## src/rtl/ddr_read_control.sv

```systemverilog
// DDR line reader: fetches one display line per request from DDR and writes it
// into a double-buffered line RAM, tracking frame/row across vertical syncs.
module ddr_read_control #(
    parameter int DATA_WIDTH = 128,
    parameter int ADDR_WIDTH = 27
) (
    input  logic                  i_sclk,
    input  logic                  i_rst_n,
    input  logic                  i_soft_rst,
    input  logic [3:0]            i_sub_space_num,
    input  logic [11:0]           i_rd_numb,
    input  logic                  i_syn_v,
    input  logic [1:0]            i_wr_frame_numb,
    input  logic                  i_line_req,
    input  logic                  i_ddr_rd_prio_ini_vld,
    input  logic [15:0]           i_ddr_rd_prio_ini,
    output logic [15:0]           o_ddr_rd_priority,
    output logic                  o_ddr_rd_req,
    input  logic                  i_ddr_rd_ack,
    output logic [ADDR_WIDTH-1:0] o_ddr_rd_start_addr,
    output logic [11:0]           o_ddr_rd_data_length,
    input  logic                  i_ddr_rd_data_vld,
    input  logic [DATA_WIDTH-1:0] i_ddr_rd_data,
    input  logic                  i_ddr_rd_done,
    output logic                  o_ram_wr_en,
    output logic [7:0]            o_ram_wr_addr,
    output logic [DATA_WIDTH-1:0] o_ram_wr_data,
    output logic                  o_line_rdy,
    output logic                  o_line_half,
    output logic [1:0]            o_frame_numb,
    output logic                  o_ddr_req_lose
);

    typedef enum logic [1:0] {IDLE, REQ, WAIT_DATA, DONE} state_t;

    state_t      state;
    logic        syn_meta;
    logic        syn_sync;
    logic        syn_prev;
    logic        vs_rise;
    logic        vs_pend;
    logic [1:0]  pend_frame;
    logic [1:0]  vs_frame;
    logic [10:0] row;
    logic        half;
    logic [7:0]  beat_cnt;
    logic [15:0] prio_ini_q;
    logic        req_accept;
    logic        beat_ok;
    logic [11:0] rd_len;
    logic [26:0] addr_fields;

    assign vs_rise    = syn_sync & ~syn_prev;
    // Two-bit subtraction gives the "frame 0 -> 3" wrap for free.
    assign vs_frame   = i_wr_frame_numb - 2'd1;
    assign rd_len     = (i_rd_numb > 12'd128) ? 12'd128 : i_rd_numb;
    assign req_accept = (state == IDLE) && i_line_req && (i_rd_numb != 12'd0);
    assign beat_ok    = i_ddr_rd_data_vld && ({4'd0, beat_cnt} < o_ddr_rd_data_length);

    // A vsync arriving in the same cycle as a request already addresses the new frame.
    assign addr_fields = {i_sub_space_num,
                          vs_rise ? vs_frame : o_frame_numb,
                          vs_rise ? 11'd0 : row,
                          10'd0};

    // NOTE: all state below uses non-blocking assignments so every register
    // samples pre-edge values; soft reset is a synchronous mirror of rst_n.
    always_ff @(posedge i_sclk or negedge i_rst_n) begin
        if (!i_rst_n) begin
            state                <= IDLE;
            syn_meta             <= 1'b0;
            syn_sync             <= 1'b0;
            syn_prev             <= 1'b0;
            vs_pend              <= 1'b0;
            pend_frame           <= 2'd0;
            row                  <= 11'd0;
            half                 <= 1'b0;
            beat_cnt             <= 8'd0;
            o_ddr_rd_req         <= 1'b0;
            o_ddr_rd_start_addr  <= '0;
            o_ddr_rd_data_length <= 12'd0;
            o_ram_wr_en          <= 1'b0;
            o_ram_wr_addr        <= 8'd0;
            o_ram_wr_data        <= '0;
            o_line_rdy           <= 1'b0;
            o_line_half          <= 1'b0;
            o_frame_numb         <= 2'd0;
            o_ddr_req_lose       <= 1'b0;
        end else if (i_soft_rst) begin
            state                <= IDLE;
            syn_meta             <= 1'b0;
            syn_sync             <= 1'b0;
            syn_prev             <= 1'b0;
            vs_pend              <= 1'b0;
            pend_frame           <= 2'd0;
            row                  <= 11'd0;
            half                 <= 1'b0;
            beat_cnt             <= 8'd0;
            o_ddr_rd_req         <= 1'b0;
            o_ddr_rd_start_addr  <= '0;
            o_ddr_rd_data_length <= 12'd0;
            o_ram_wr_en          <= 1'b0;
            o_ram_wr_addr        <= 8'd0;
            o_ram_wr_data        <= '0;
            o_line_rdy           <= 1'b0;
            o_line_half          <= 1'b0;
            o_frame_numb         <= 2'd0;
            o_ddr_req_lose       <= 1'b0;
        end else begin
            syn_meta       <= i_syn_v;
            syn_sync       <= syn_meta;
            syn_prev       <= syn_sync;
            o_ram_wr_en    <= 1'b0;
            o_line_rdy     <= 1'b0;
            o_ddr_req_lose <= i_line_req && (state != IDLE);

            // A vsync during a burst is parked until the line finishes.
            if (vs_rise && (state == REQ || state == WAIT_DATA)) begin
                vs_pend    <= 1'b1;
                pend_frame <= vs_frame;
            end

            case (state)
                IDLE: begin
                    if (vs_rise) begin
                        row          <= 11'd0;
                        half         <= 1'b0;
                        o_frame_numb <= vs_frame;
                    end
                    if (req_accept) begin
                        state                <= REQ;
                        o_ddr_rd_req         <= 1'b1;
                        o_ddr_rd_start_addr  <= ADDR_WIDTH'(addr_fields);
                        o_ddr_rd_data_length <= rd_len;
                        beat_cnt             <= 8'd0;
                    end
                end
                REQ: begin
                    if (i_ddr_rd_ack) begin
                        o_ddr_rd_req <= 1'b0;
                        state        <= WAIT_DATA;
                    end
                end
                WAIT_DATA: begin
                    if (beat_ok) begin
                        o_ram_wr_en   <= 1'b1;
                        o_ram_wr_addr <= {half, beat_cnt[6:0]};
                        o_ram_wr_data <= i_ddr_rd_data;
                        beat_cnt      <= beat_cnt + 8'd1;
                    end
                    if (i_ddr_rd_done) begin
                        state       <= DONE;
                        o_line_rdy  <= 1'b1;
                        o_line_half <= half;
                    end
                end
                DONE: begin
                    state <= IDLE;
                    if (vs_pend || vs_rise) begin
                        row          <= 11'd0;
                        half         <= 1'b0;
                        o_frame_numb <= vs_rise ? vs_frame : pend_frame;
                        vs_pend      <= 1'b0;
                    end else begin
                        row  <= row + 11'd1;
                        half <= ~half;
                    end
                end
                default: state <= IDLE;
            endcase
        end
    end

    // Arbitration priority ages while a request waits; a fresh load always wins.
    always_ff @(posedge i_sclk or negedge i_rst_n) begin
        if (!i_rst_n) begin
            o_ddr_rd_priority <= 16'd0;
            prio_ini_q        <= 16'd0;
        end else if (i_soft_rst) begin
            o_ddr_rd_priority <= 16'd0;
            prio_ini_q        <= 16'd0;
        end else if (i_ddr_rd_prio_ini_vld) begin
            o_ddr_rd_priority <= i_ddr_rd_prio_ini;
            prio_ini_q        <= i_ddr_rd_prio_ini;
        end else if (state == REQ) begin
            if (i_ddr_rd_ack)
                o_ddr_rd_priority <= prio_ini_q;
            else if (o_ddr_rd_priority != 16'hFFFF)
                o_ddr_rd_priority <= o_ddr_rd_priority + 16'd1;
        end
    end

endmodule

```

## config.mk

```make
export PLATFORM = sky130hd
export DESIGN_NAME = ddr_read_control
export DESIGN_NICKNAME = d
export VERILOG_FILES = /design/src/rtl/ddr_read_control.sv
export SDC_FILE = /design/constraint.sdc
export NUM_CORES = 1
export LEC_CHECK = 0
export ABC_AREA = 1
export ABC_CLOCK_PERIOD_IN_PS = 1660
export BUFFER_PORTS_ARGS = -buffer_cell sky130_fd_sc_hd__buf_2
export CORE_MARGIN = 2
export CORE_UTILIZATION = 46
export DETAILED_ROUTE_END_ITERATION = 10
export GPL_TIMING_DRIVEN = 0
export PLACE_DENSITY = 0.79
export REMOVE_ABC_BUFFERS = 1
export SYNTH_ARGS = -nofsm -noshare
export SYNTH_HDL_FRONTEND = slang
export SYNTH_SLANG_ARGS = --single-unit
export TNS_END_PERCENT = 5
```

## constraint.sdc

```tcl
create_clock -name i_sclk -period 1.66 [get_ports i_sclk]
set_input_delay 0.249 -clock i_sclk [delete_from_list [all_inputs] [get_ports i_sclk]]
set_output_delay 0.249 -clock i_sclk [all_outputs]
set_load 0.005 [all_outputs]
```

==> impl_metrics.tcl <==
set metrics [dict create \
    yosysMostFrequentCell "nand2_1" \
    ys.flop_type "dfrtp_1" \
    synth_top_cell_by_area "dfrtp_1" \
    hold_start "i_ddr_rd_prio_ini[12]" \
    fmax_ghz 0.475 \
    io_pins 369 \
    crit_top_cell "nand2_2" \
    period_needed_ns 2.11 \
    worstSkewPairLatency_ns 0.52 \
    clock-sinks 232 \
    startpoint_type "flop" \
    power_frac_seq_pct 40.0 \
    outcome "complete, but fails checks" \
    cts_buffer_depth 3 \
    cts-buffers-inserted 25 \
    pwr-share-comb_pct 23.1 \
    violations "negative setup slack" \
    htree_levels 1 \
    whs_ns 0.0269 \
    endpoint_kind "flop" \
    grt_pass1_wl_mm 64.7 \
    yosysWarningCount 0 \
    r2r_end "o_ram_wr_data[105]" \
    die_w_um 158 \
    synthTopCellsByCount "nand2_1, dfrtp_1, nand3_1, nor2_1, inv_1" \
    holdCritPathClass "input pin to flop" \
    yosysUniqueCellTypes 42 \
    avgRoutedWirePerCell_um 20.8 \
    antenna_found_initial 6 \
    synth_edf_count 0 \
    path_clk_slew_ns 0.07 \
    grt_overflow 0 \
    slew_headroom_pct 54.3 \
    synth_cells 1326 \
    wl_mm 45.7 \
    grt_pass1_vias 11800 \
    p_int_w 0.0110 \
    tightestPinTransition_ns 0.686 \
    fillers 1597 \
    grt_max_degree 120 \
    die_area_um2 24800 \
    avgSynthCellArea_um2 8.17 \
    hold_end "prio_ini_q[12]" \
    p_per_area_nw_per_um2 961 \
    drcViolationCount 0 \
    rr_worst_depth 13 \
    dr_total_vias 12400 \
    final_nets 2035 \
    drv_slew 0 \
    clock-root-buffer "clkbuf_16" \
    rows 56 \
    power.share.clock_pct 36.8 \
    slowest_stage "dfrtp_1" \
    finalSetupTns_ns -48.80 \
    hold_viol_final 0 \
    arrival_ns 2.50 \
    layout.area.seq_um2 5810 \
    hold_path_depth 3 \
    syn-cell-area_um2 10800 \
    first_pass_iters 6 \
    hpwlAfterDp_mm 21.9 \
    port_buffers 358 \
    multiInputGateArea_um2 4940 \
    start_util_pct 46.5 \
    final-setup-viol-count 157 \
    crit_type "flop to flop" \
    dieHeight_um 158 \
    reg2reg_slack_ns -0.45 \
    core_area_um2 23300 \
    regToRegStartpoint "o_ddr_rd_data_length[5]" \
    slowest_delay_ns 0.39 \
    period_share_pct 127 \
    drtIter0Drc 1594 \
    gr-usage-all-layers_pct 33.7 \
    avgViaCountPerCell 5.68 \
    required_ns 2.05 \
    fin_skew_ns 0.0145 \
    synth_seq_cells 232 \
    yosysSeqAreaShare_pct 53.6 \
    area_growth_pct 53.1 \
    synthTopCellsByArea "dfrtp_1, nand2_1, nand3_1" \
    synth_top_area_share_pct 53.6 \
    switching_share_pct 31.1 \
    synth-async-reset-ratio_pct 100 \
    rsz0062_at_grt "true" \
    path_cells "inv_2, ha_4, nand2_2, nand2_2, nand2_2, nand2_2, a21oi_4, buf_6, nand3_4, buf_6, buf_16, nand3_1, nand2_1" \
    worst_slack_ns -0.446 \
    ant_nets 0 \
    pre_cts_ws_ns -1.30 \
    switchingPower_w 0.00496 \
    crit_fanout 18 \
    maxCapViolations 0 \
    drive_gt1_share_pct 32.9 \
    peakVddDrop_v 0.00112 \
    place_congestion 0.908 \
    cts_tree "done" \
    power_leakage_nw 8.92 \
]
## final cells by class
cell class | count | area share [%]
diodes | 5 | 0.0754
flip-flops and latches | 232 | 35.0
multi-input cells | 955 | 29.8
inverters | 76 | 1.92
well taps | 319 | 2.41
clock inverters | 12 | 0.988
clock buffers | 33 | 4.13
repair buffers | 560 | 25.7
## per-layer routing
layer	track usage [%]	vias to the layer above	share of wire, %
met4	20.5	6	7.7
li1	-	5340	-
met2	53.3	920	46
met1	38.3	5862	35
met5	1.24	-	0.32
met3	13.7	316	12
## worst max path at each step
stage                                  startpoint                      end  slack (ns)  cells after the start
final                     o_ddr_rd_data_length[5]       o_ram_wr_data[105]       -0.45                     13
after global routing      o_ddr_rd_data_length[5]         o_ram_wr_data[0]       -0.64                     14
after CTS                             beat_cnt[7]        o_ram_wr_data[12]       -0.33                     14
after detailed placement               i_soft_rst  o_ddr_rd_data_length[1]       -1.30                      7
after global placement                 i_soft_rst  o_ddr_rd_data_length[1]       -6.69                      6
after floorplan                        i_soft_rst  o_ddr_rd_data_length[1]       -3.16                      5
## power by group through the flow
stage          clock [W]  combinational [W]  sequential [W]
2_1_floorplan          0            0.00135         0.00637
3_3_place_gp           0            0.00237         0.00639
3_5_place_dp           0            0.00245         0.00640
4_1_cts          0.00592            0.00341         0.00634
5_1_grt          0.00615            0.00401         0.00641
6_report         0.00588            0.00369         0.00638
## stage by stage
stage	cells	instance area (µm²)	total power, W	utilization [%]
6_report	2192	16600	0.0159	71.1
5_1_grt	2189	16600	0.0166	71.1
3_5_place_dp	1939	12800	0.00886	54.7
2_1_floorplan	1256	10400	0.00772	-
4_1_cts	2177	16100	0.0157	69.2
3_3_place_gp	1933	12600	0.00876	53.9
## critical path, delay by kind of cell, from the launching register on
family                     cells  cell delay, ns
AOI/OAI and AO/OA              1            0.18
adders and majority gates      1            0.21
DFF                            1            0.39
and+or+nand+nor                7            0.64
buffers and inverters          4            0.56
## cells in the final DEF (no fill, tap or decap), drive strengths merged, types with 2 or more instances in the layout
cell and n:
a21oi 34, a31oi 2, buf 409, bufinv 4
clkbuf 40, clkinv 10, conb 10, dfrtp 232
diode 5, dlygate4sd3 143, ha 14, inv 73
nand2 477, nand3 219, nand3b 4, nand4 10
nor2 93, nor3 7, nor3b 3, o21ai 64
o21bai 2, o22ai 4, xnor2 2, xor2 3
## state kept, by name, summed over array words and instances, names as in the netlist
register,cells
syn_sync,1
o_frame_numb,2
half,1
vs_pend,1
o_ddr_rd_start_addr,17
o_ddr_req_lose,1
o_ram_wr_en,1
syn_prev,1
pend_frame,2
o_ddr_rd_req,1
state,2
syn_meta,1
o_line_rdy,1
o_ram_wr_addr,8
row,11
o_ddr_rd_data_length,12
o_ddr_rd_priority,16
prio_ini_q,16
o_ram_wr_data,128
o_line_half,1
beat_cnt,8
## repair_timing
item | CTS | global route
gates cloned | 19 | 7
endpoints found under the setup margin | 202 | 264
endpoints found under the hold margin | 260 | 0
setup buffers | 31 | 5
gates resized for setup | 105 | 82
hold buffers | 143 | 0
pin swaps | 20 | 47
## cells by family (layout without fill, tap and decap cells)
| group | count (synthesis) | count (layout) | synth area share (%) |
|---|---|---|---|
| flip-flops | 232 | 232 | 53.6 |
| buffers and inverters | 155 | 681 | 7.03 |
| AND/OR/NAND/NOR | 806 | 813 | 31.7 |
| AO/OA/AOI/OAI | 113 | 113 | 5.67 |
| other | 1 | 15 | 0.0346 |
| XOR/XNOR | 5 | 5 | 0.404 |
| adder cells (fa/ha/maj) | 14 | 14 | 1.62 |
Power figures use the tool's default switching activity.
